==> src/rtl/ili9341_spi_sink_pkg.sv <==
// Shared opcodes, geometry defaults and window type for the ILI9341 SPI sink.
package ili9341_spi_sink_pkg;

    localparam int unsigned DEFAULT_WIDTH  = 240;
    localparam int unsigned DEFAULT_HEIGHT = 320;

    typedef enum logic [7:0] {
        ILI9341_NOP     = 8'h00,
        ILI9341_SWRESET = 8'h01,
        ILI9341_CASET   = 8'h2A,
        ILI9341_PASET   = 8'h2B,
        ILI9341_RAMWR   = 8'h2C
    } ILI9341_register_t;

    typedef struct packed {
        logic [15:0] sc;
        logic [15:0] ec;
        logic [15:0] sp;
        logic [15:0] ep;
    } window_t;

endpackage

==> src/rtl/ili9341_spi_sink_rx_byte.sv <==
// SPI mode-0 byte receiver: synchronizes the SPI pins into clk and emits
// one byte_valid pulse per 8 sampled bits, with dc captured on the 8th edge.
module spi_peripheral_rx_byte (
    input  logic       clk,
    input  logic       rst,
    input  logic       spi_csb,
    input  logic       spi_clk,
    input  logic       spi_mosi,
    input  logic       data_commandb,
    output logic       byte_valid,
    output logic [7:0] rx_byte,
    output logic       dc
);

    // sync vectors are {csb, sclk, mosi, dc}
    logic [3:0] sync1_q, sync1_d, sync2_q, sync2_d;
    logic       sclk_prev_q, sclk_prev_d, csb_prev_q, csb_prev_d;
    logic [7:0] shift_q, shift_d;
    logic [2:0] bit_cnt_q, bit_cnt_d;
    logic       byte_valid_q, byte_valid_d;
    logic [7:0] rx_byte_q, rx_byte_d;
    logic       dc_q, dc_d;
    logic       shift_en;

    always_ff @(posedge clk or posedge rst) begin
        if (rst) begin
            sync1_q      <= 4'b1000;
            sync2_q      <= 4'b1000;
            sclk_prev_q  <= 1'b0;
            csb_prev_q   <= 1'b1;
            shift_q      <= 8'd0;
            bit_cnt_q    <= 3'd0;
            byte_valid_q <= 1'b0;
            rx_byte_q    <= 8'd0;
            dc_q         <= 1'b0;
        end else begin
            sync1_q      <= sync1_d;
            sync2_q      <= sync2_d;
            sclk_prev_q  <= sclk_prev_d;
            csb_prev_q   <= csb_prev_d;
            shift_q      <= shift_d;
            bit_cnt_q    <= bit_cnt_d;
            byte_valid_q <= byte_valid_d;
            rx_byte_q    <= rx_byte_d;
            dc_q         <= dc_d;
        end
    end

    always_comb begin
        sync1_d      = {spi_csb, spi_clk, spi_mosi, data_commandb};
        sync2_d      = sync1_q;
        sclk_prev_d  = sync2_q[2];
        csb_prev_d   = sync2_q[3];
        shift_d      = shift_q;
        bit_cnt_d    = bit_cnt_q;
        byte_valid_d = 1'b0;
        rx_byte_d    = rx_byte_q;
        dc_d         = dc_q;
        // csb rising together with the last edge still counts as selected
        shift_en     = sync2_q[2] && !sclk_prev_q && !(sync2_q[3] && csb_prev_q);
        if (shift_en) begin
            shift_d   = {shift_q[6:0], sync2_q[1]};
            bit_cnt_d = bit_cnt_q + 3'd1;
            if (bit_cnt_q == 3'd7) begin
                byte_valid_d = 1'b1;
                rx_byte_d    = {shift_q[6:0], sync2_q[1]};
                dc_d         = sync2_q[0];
            end
        end else if (sync2_q[3]) begin
            bit_cnt_d = 3'd0;
        end
    end

    assign byte_valid = byte_valid_q;
    assign rx_byte    = rx_byte_q;
    assign dc         = dc_q;

endmodule

==> src/rtl/ili9341_spi_sink.sv <==
// ILI9341 display model: decodes the command/data stream and turns RAMWR
// pixels into VRAM write strobes within the CASET/PASET window.
module ili9341_spi_sink
    import ili9341_spi_sink_pkg::*;
#(
    parameter int unsigned DISPLAY_WIDTH  = DEFAULT_WIDTH,
    parameter int unsigned DISPLAY_HEIGHT = DEFAULT_HEIGHT,
    parameter int unsigned VRAM_L         = DISPLAY_WIDTH * DISPLAY_HEIGHT
) (
    input  logic                       clk,
    input  logic                       rst,
    input  logic                       spi_csb,
    input  logic                       spi_clk,
    input  logic                       spi_mosi,
    input  logic                       data_commandb,
    output logic                       spi_miso,
    output logic                       cmd_valid,
    output logic [7:0]                 cmd_byte,
    output logic                       vram_wr_ena,
    output logic [$clog2(VRAM_L)-1:0]  vram_wr_addr,
    output logic [15:0]                vram_wr_data,
    output logic                       frame_done,
    output logic                       range_error
);

    localparam int unsigned AW = $clog2(VRAM_L);
    localparam window_t WIN_RST = '{sc: 16'd0, ec: 16'(DISPLAY_WIDTH - 1),
                                    sp: 16'd0, ep: 16'(DISPLAY_HEIGHT - 1)};

    typedef enum logic [2:0] {
        S_IDLE, S_CASET, S_PASET, S_RAMWR_HI, S_RAMWR_LO, S_IGNORE
    } state_t;

    logic       byte_valid, dc;
    logic [7:0] rx_byte;

    spi_peripheral_rx_byte u_rx (
        .clk           (clk),
        .rst           (rst),
        .spi_csb       (spi_csb),
        .spi_clk       (spi_clk),
        .spi_mosi      (spi_mosi),
        .data_commandb (data_commandb),
        .byte_valid    (byte_valid),
        .rx_byte       (rx_byte),
        .dc            (dc)
    );

    state_t          state_q, state_d;
    window_t         win_q, win_d;
    logic [15:0]     x_q, x_d, y_q, y_d;
    logic [1:0]      param_cnt_q, param_cnt_d;
    logic [23:0]     param_q, param_d;
    logic [7:0]      pix_hi_q, pix_hi_d;
    logic            cmd_valid_q, cmd_valid_d;
    logic [7:0]      cmd_byte_q, cmd_byte_d;
    logic            wr_ena_q, wr_ena_d;
    logic [AW-1:0]   wr_addr_q, wr_addr_d;
    logic [15:0]     wr_data_q, wr_data_d;
    logic            frame_done_q, frame_done_d;
    logic            range_error_q, range_error_d;
    logic [31:0]     addr_full;
    logic            in_range;

    always_ff @(posedge clk or posedge rst) begin
        if (rst) begin
            state_q       <= S_IDLE;
            win_q         <= WIN_RST;
            x_q           <= 16'd0;
            y_q           <= 16'd0;
            param_cnt_q   <= 2'd0;
            param_q       <= 24'd0;
            pix_hi_q      <= 8'd0;
            cmd_valid_q   <= 1'b0;
            cmd_byte_q    <= 8'd0;
            wr_ena_q      <= 1'b0;
            wr_addr_q     <= '0;
            wr_data_q     <= 16'd0;
            frame_done_q  <= 1'b0;
            range_error_q <= 1'b0;
        end else begin
            state_q       <= state_d;
            win_q         <= win_d;
            x_q           <= x_d;
            y_q           <= y_d;
            param_cnt_q   <= param_cnt_d;
            param_q       <= param_d;
            pix_hi_q      <= pix_hi_d;
            cmd_valid_q   <= cmd_valid_d;
            cmd_byte_q    <= cmd_byte_d;
            wr_ena_q      <= wr_ena_d;
            wr_addr_q     <= wr_addr_d;
            wr_data_q     <= wr_data_d;
            frame_done_q  <= frame_done_d;
            range_error_q <= range_error_d;
        end
    end

    always_comb begin
        state_d       = state_q;
        win_d         = win_q;
        x_d           = x_q;
        y_d           = y_q;
        param_cnt_d   = param_cnt_q;
        param_d       = param_q;
        pix_hi_d      = pix_hi_q;
        cmd_valid_d   = 1'b0;
        cmd_byte_d    = cmd_byte_q;
        wr_ena_d      = 1'b0;
        wr_addr_d     = wr_addr_q;
        wr_data_d     = wr_data_q;
        frame_done_d  = 1'b0;
        range_error_d = range_error_q;
        // widen before multiply so large y*W never truncates
        addr_full     = 32'(y_q) * 32'(DISPLAY_WIDTH) + 32'(x_q);
        in_range      = (32'(x_q) < 32'(DISPLAY_WIDTH)) && (32'(y_q) < 32'(DISPLAY_HEIGHT))
                        && (win_q.sc <= win_q.ec) && (win_q.sp <= win_q.ep);

        if (byte_valid && !dc) begin
            cmd_valid_d = 1'b1;
            cmd_byte_d  = rx_byte;
            param_cnt_d = 2'd0;
            case (rx_byte)
                ILI9341_NOP:   ;
                ILI9341_CASET: state_d = S_CASET;
                ILI9341_PASET: state_d = S_PASET;
                ILI9341_RAMWR: begin
                    state_d = S_RAMWR_HI;
                    x_d     = win_q.sc;
                    y_d     = win_q.sp;
                end
                ILI9341_SWRESET: begin
                    state_d       = S_IDLE;
                    win_d         = WIN_RST;
                    range_error_d = 1'b0;
                end
                default: state_d = S_IGNORE;
            endcase
        end else if (byte_valid) begin
            case (state_q)
                S_CASET, S_PASET: begin
                    if (param_cnt_q == 2'd3) begin
                        if (state_q == S_CASET) begin
                            win_d.sc = param_q[23:8];
                            win_d.ec = {param_q[7:0], rx_byte};
                        end else begin
                            win_d.sp = param_q[23:8];
                            win_d.ep = {param_q[7:0], rx_byte};
                        end
                        param_cnt_d = 2'd0;
                        state_d     = S_IDLE;
                    end else begin
                        param_d     = {param_q[15:0], rx_byte};
                        param_cnt_d = param_cnt_q + 2'd1;
                    end
                end
                S_RAMWR_HI: begin
                    pix_hi_d = rx_byte;
                    state_d  = S_RAMWR_LO;
                end
                S_RAMWR_LO: begin
                    if (in_range) begin
                        wr_ena_d  = 1'b1;
                        wr_addr_d = AW'(addr_full);
                        wr_data_d = {pix_hi_q, rx_byte};
                    end else begin
                        range_error_d = 1'b1;
                    end
                    if (x_q == win_q.ec) begin
                        x_d = win_q.sc;
                        if (y_q == win_q.ep) begin
                            y_d          = win_q.sp;
                            frame_done_d = in_range;
                        end else begin
                            y_d = y_q + 16'd1;
                        end
                    end else begin
                        x_d = x_q + 16'd1;
                    end
                    state_d = S_RAMWR_HI;
                end
                default: ;
            endcase
        end
    end

    assign spi_miso     = 1'b0;
    assign cmd_valid    = cmd_valid_q;
    assign cmd_byte     = cmd_byte_q;
    assign vram_wr_ena  = wr_ena_q;
    assign vram_wr_addr = wr_addr_q;
    assign vram_wr_data = wr_data_q;
    assign frame_done   = frame_done_q;
    assign range_error  = range_error_q;

endmodule

==> config.mk <==
export PLATFORM = sky130hd
export DESIGN_NAME = ili9341_spi_sink
export DESIGN_NICKNAME = d
export VERILOG_FILES = /design/src/rtl/ili9341_spi_sink_pkg.sv /design/src/rtl/ili9341_spi_sink_rx_byte.sv /design/src/rtl/ili9341_spi_sink.sv
export SDC_FILE = /design/constraint.sdc
export NUM_CORES = 1
export LEC_CHECK = 0
export ABC_AREA = 1
export CORE_AREA = 3 3 177 179
export DETAILED_ROUTE_END_ITERATION = 6
export DIE_AREA = 0 0 180 182
export GPL_TIMING_DRIVEN = 0
export MAX_ROUTING_LAYER = met4
export PLACE_DENSITY = 0.67
export SLEW_MARGIN = 10
export SYNTH_ARGS = -nofsm -noshare
export SYNTH_HDL_FRONTEND = slang
export SYNTH_SLANG_ARGS = --single-unit
==> constraint.sdc <==
create_clock -name clk -period 6.5 [get_ports clk]
set_input_delay 1.3 -clock clk [delete_from_list [all_inputs] [get_ports clk]]
set_output_delay 1.3 -clock clk [all_outputs]
set_load 0.01 [all_outputs]
==> qor.json <==
{
  "port_buffers": {"value": 50},
  "timing.critical_path.from_type": {"value": "flop"},
  "share_comb_of_total_power": {"value": 2.0, "unit": "%"},
  "die_w": {"value": 180, "unit": "um"},
  "end_kind": {"value": "flop"},
  "mappedNetlistArea": {"value": 11900, "unit": "um^2"},
  "detail_route.first_pass.iterations": {"value": 5},
  "cts.root.buffer_cell": {"value": "clkbuf_16"},
  "fp_rows": {"value": 63},
  "synth-async-reset-ratio": {"value": 100, "unit": "%"},
  "min_cycle_time_layout": {"value": 4340, "unit": "ps"},
  "initial_core_util": {"value": 40.1, "unit": "%"},
  "finalHoldViolCount": {"value": 0},
  "area_growth_from_synthesis_to_layout": {"value": 15.8, "unit": "%"},
  "yosysSeqAreaShare": {"value": 43.8, "unit": "%"},
  "synth.lib_cells_used.distinct": {"value": 50},
  "globalRoute.totalOverflow": {"value": 0},
  "pwr-share-seq": {"value": 48.6, "unit": "%"},
  "timing.final.setup_violations": {"value": 0},
  "synth.avg_cell_area": {"value": 8.20, "unit": "um^2"},
  "min_period_over_period": {"value": 66.8, "unit": "%"},
  "drtIter0Drc": {"value": 835},
  "postSynth.topFlopCell": {"value": "dfrtp_1"},
  "globalplace.congestion": {"value": 0.935},
  "ys_ff_latch": {"value": 208},
  "core": {"value": 29700, "unit": "um^2"},
  "totalWireLength": {"value": 32700, "unit": "um"},
  "slew_headroom": {"value": 46.1, "unit": "%"},
  "hold_path.class": {"value": "flop to flop"},
  "grt_pass1_wl": {"value": 52800, "unit": "um"},
  "yosys_warnings": {"value": 0},
  "dpl.hpwl": {"value": 25300, "unit": "um"},
  "worst_pin_slew": {"value": 805, "unit": "ps"},
  "synthCells": {"value": 1454},
  "cts.repair.resized": {"value": 0},
  "cts-buffers-inserted": {"value": 24},
  "count_of_vias_placed_by_the_detailed_router": {"value": 10100},
  "achievable-frequency": {"value": 230, "unit": "MHz"},
  "antenna_violations_before_repair": {"value": 0},
  "ctsHoldBuffers": {"value": 0},
  "detailed_route_vias_per_instance": {"value": 5.21},
  "maxCapViolCount": {"value": 0},
  "cts_num_sinks": {"value": 208},
  "worst_setup_hold_path_clk_slew": {"value": 60, "unit": "ps"},
  "arrival_time_reported_for_the_critical_path_endpoint": {"value": 4760, "unit": "ps"},
  "io_pins": {"value": 52},
  "status": {"value": "finished clean"},
  "chipHeight": {"value": 182, "unit": "um"},
  "layout.cells.most_common_list": {"value": "419 x nand2_1, 196 x inv_1, 191 x dfrtp_1, 87 x o21ai_0, 73 x nand3_1"},
  "worst_ep_required_time": {"value": 6920, "unit": "ps"},
  "power.switching_fraction": {"value": 21.9, "unit": "%"},
  "fin_worst_hold_slack": {"value": 356, "unit": "ps"},
  "pwr_density_cell": {"value": 196, "unit": "nW/um^2"},
  "max-clock-path-buffers": {"value": 3},
  "grt_setup_unrepaired": {"value": "no"},
  "worstPathMaxFanout": {"value": 8},
  "drive_gt1_share": {"value": 7.21, "unit": "%"},
  "clock_tree.htree_level_count": {"value": 1},
  "clock_tree_from_tritoncts": {"value": "yes"},
  "number_of_flops_mapped_to_enable_cells_by_yosys": {"value": 0},
  "peak_supply_drop": {"value": 0.173, "unit": "mV"},
  "grt_start_max_net_pins": {"value": 41},
  "post_route_standard_cell_area_excluding_fillers": {"value": 13800, "unit": "um^2"},
  "detailed_place.area": {"value": 13000, "unit": "um^2"},
  "post_cts.repair.setup_buffers": {"value": 0},
  "clock_insertion_delay_at_the_later_pin_of_the_skew_report": {"value": 530, "unit": "ps"},
  "die_area": {"value": 32800, "unit": "um^2"},
  "most_frequent_standard_cell_in_the_layout_excluding_fill_and_tap_cells": {"value": "nand2_1"},
  "timing.setup.critical_path_class": {"value": "flop to flop"},
  "power.share.clock": {"value": 49.4, "unit": "%"},
  "vias_in_the_first_global_route": {"value": 9782},
  "antennaDiodeCount": {"value": 0},
  "fin_worst_skew": {"value": 9.09, "unit": "ps"},
  "switching_power": {"value": 594, "unit": "uW"},
  "grtUsageTotal": {"value": 20.5, "unit": "%"},
  "fin_tns_setup": {"value": 0, "unit": "ps"},
  "drt.antenna.violating_nets": {"value": 0},
  "drcViolationCount": {"value": 0},
  "synth.net_count": {"value": 1552},
  "total_leakage_power": {"value": 6.87, "unit": "nW"},
  "final_nets": {"value": 1634},
  "final_max_slew_viol_count": {"value": 0},
  "cellInternalPower": {"value": 2.12, "unit": "mW"},
  "drt-wirelength-per-cell": {"value": 16.8, "unit": "um"}
}
routing by layer:
layer | GRT usage, % | vias to the layer above | part of all wire (%)
met5 | - | - | 0
met1 | 27.4 | 4839 | 43
met2 | 32.9 | 338 | 47
met3 | 2.60 | 76 | 6.4
li1 | - | 4877 | -
met4 | 6.47 | 0 | 3.6
registers in the layout, summed over array words and instances (netlist names), 4 cells and up:
name,cells
cmd_byte,8
param_q,24
pix_hi_q,8
u_rx.rx_byte,8
u_rx.shift_q,7
u_rx.sync1_q,4
u_rx.sync2_q,4
vram_wr_addr,17
vram_wr_data,16
win_q,64
x_q,16
y_q,16
metrics by stage:
stage | setup WS [ps] | power, mW | std cells | util (%)
CTS | 2160 | 2.73 | 1944 | 46.5
global placement | 894 | 1.39 | 1894 | 43.5
floorplan | 2510 | 1.37 | 1454 | -
finish | 2160 | 2.71 | 1944 | 46.5
global route | 1740 | 2.80 | 1944 | 46.5
detailed placement | 2190 | 1.40 | 1900 | 43.9
kinds of logic after synthesis:
group | count (synthesis) | share of synthesized area (%)
compound gates | 198 | 9.47
mux | 1 | 0.0944
flops | 208 | 43.8
xor+xnor | 46 | 3.38
fa+ha+maj | 92 | 10.9
other cells | 1 | 0.0314
simple gates | 660 | 23.9
buf+inv | 248 | 8.36
power by group through the flow:
stage          clock network (mW)  logic (mW)  registers [mW]
6_report                     1.34      0.0537            1.32
3_5_place_dp                    0      0.0556            1.34
3_3_place_gp                    0      0.0453            1.34
4_1_cts                      1.35      0.0561            1.32
5_1_grt                      1.42      0.0634            1.32
2_1_floorplan                   0      0.0319            1.34
worst max-delay path, cell delays in order (launching register included):
cell and delay, ps:
dfrtp_1 550, inv_1 190, fa_1 480, fa_1 510
inv_1 40, ha_1 360, a21o_1 220, nand3_1 70
nand2_1 60, a21oi_1 180, o21ai_0 120, xnor2_1 170
inv_1 80, ha_1 300, nand2_1 90, nor2_1 150
nand2_1 70, nor2_1 120, nand3b_1 150, inv_1 50
nand2_1 60, nand2_1 60, nand3_1 80, nand2_1 60
final timing paths:
path                            startpoint                to  slack (ps)  cells after the start
max                                 y_q[3]  vram_wr_addr[16]        2160                     23
min                        u_rx.sync1_q[1]   u_rx.sync2_q[1]         360                      0
max reg2reg                         y_q[3]  vram_wr_addr[16]        2160                     23
min reg2reg                u_rx.sync1_q[1]   u_rx.sync2_q[1]         360                      0
max in group asynchronous              rst         win_q[32]        4270                      5
min in group asynchronous              rst         win_q[22]        1190                      2
cell usage after synthesis (3+ instances only):
library cell,number,area share [%]
o31ai_1,5,0.31
nand2_2,3,0.16
nand3_1,73,3.1
o21ai_0,87,3.7
o21ai_1,3,0.13
nor3_1,13,0.55
dfrtp_1,191,40
nand3b_1,7,0.44
inv_2,7,0.22
nor2_2,5,0.26
a21o_1,4,0.25
ha_1,72,7.6
nand2_1,419,13
o22ai_1,38,2.0
xnor2_1,12,0.88
a22oi_1,11,0.69
buf_4,10,0.63
nand4_1,58,3.0
buf_2,15,0.63
xor2_1,34,2.5
inv_1,197,6.2
a31oi_1,3,0.16
a21oi_1,37,1.6
a22o_1,3,0.22
dfstp_2,17,3.7
fa_1,20,3.4
clkbuf_1,15,0.47
nor2_1,69,2.2
cell type report:
| cell class | instances | area (um^2) |
|---|---|---|
| repair buffers | 56 | 621 |
| plain buffers | 43 | 225 |
| well taps | 390 | 488 |
| clock buffers | 36 | 666 |
| flip-flops and latches | 208 | 5230 |
| inverters | 205 | 776 |
| multi-input cells | 998 | 5710 |
| clock inverters | 8 | 110 |
| fillers | 2864 | 15900 |
No activity file was read; power rests on OpenSTA's default activity.
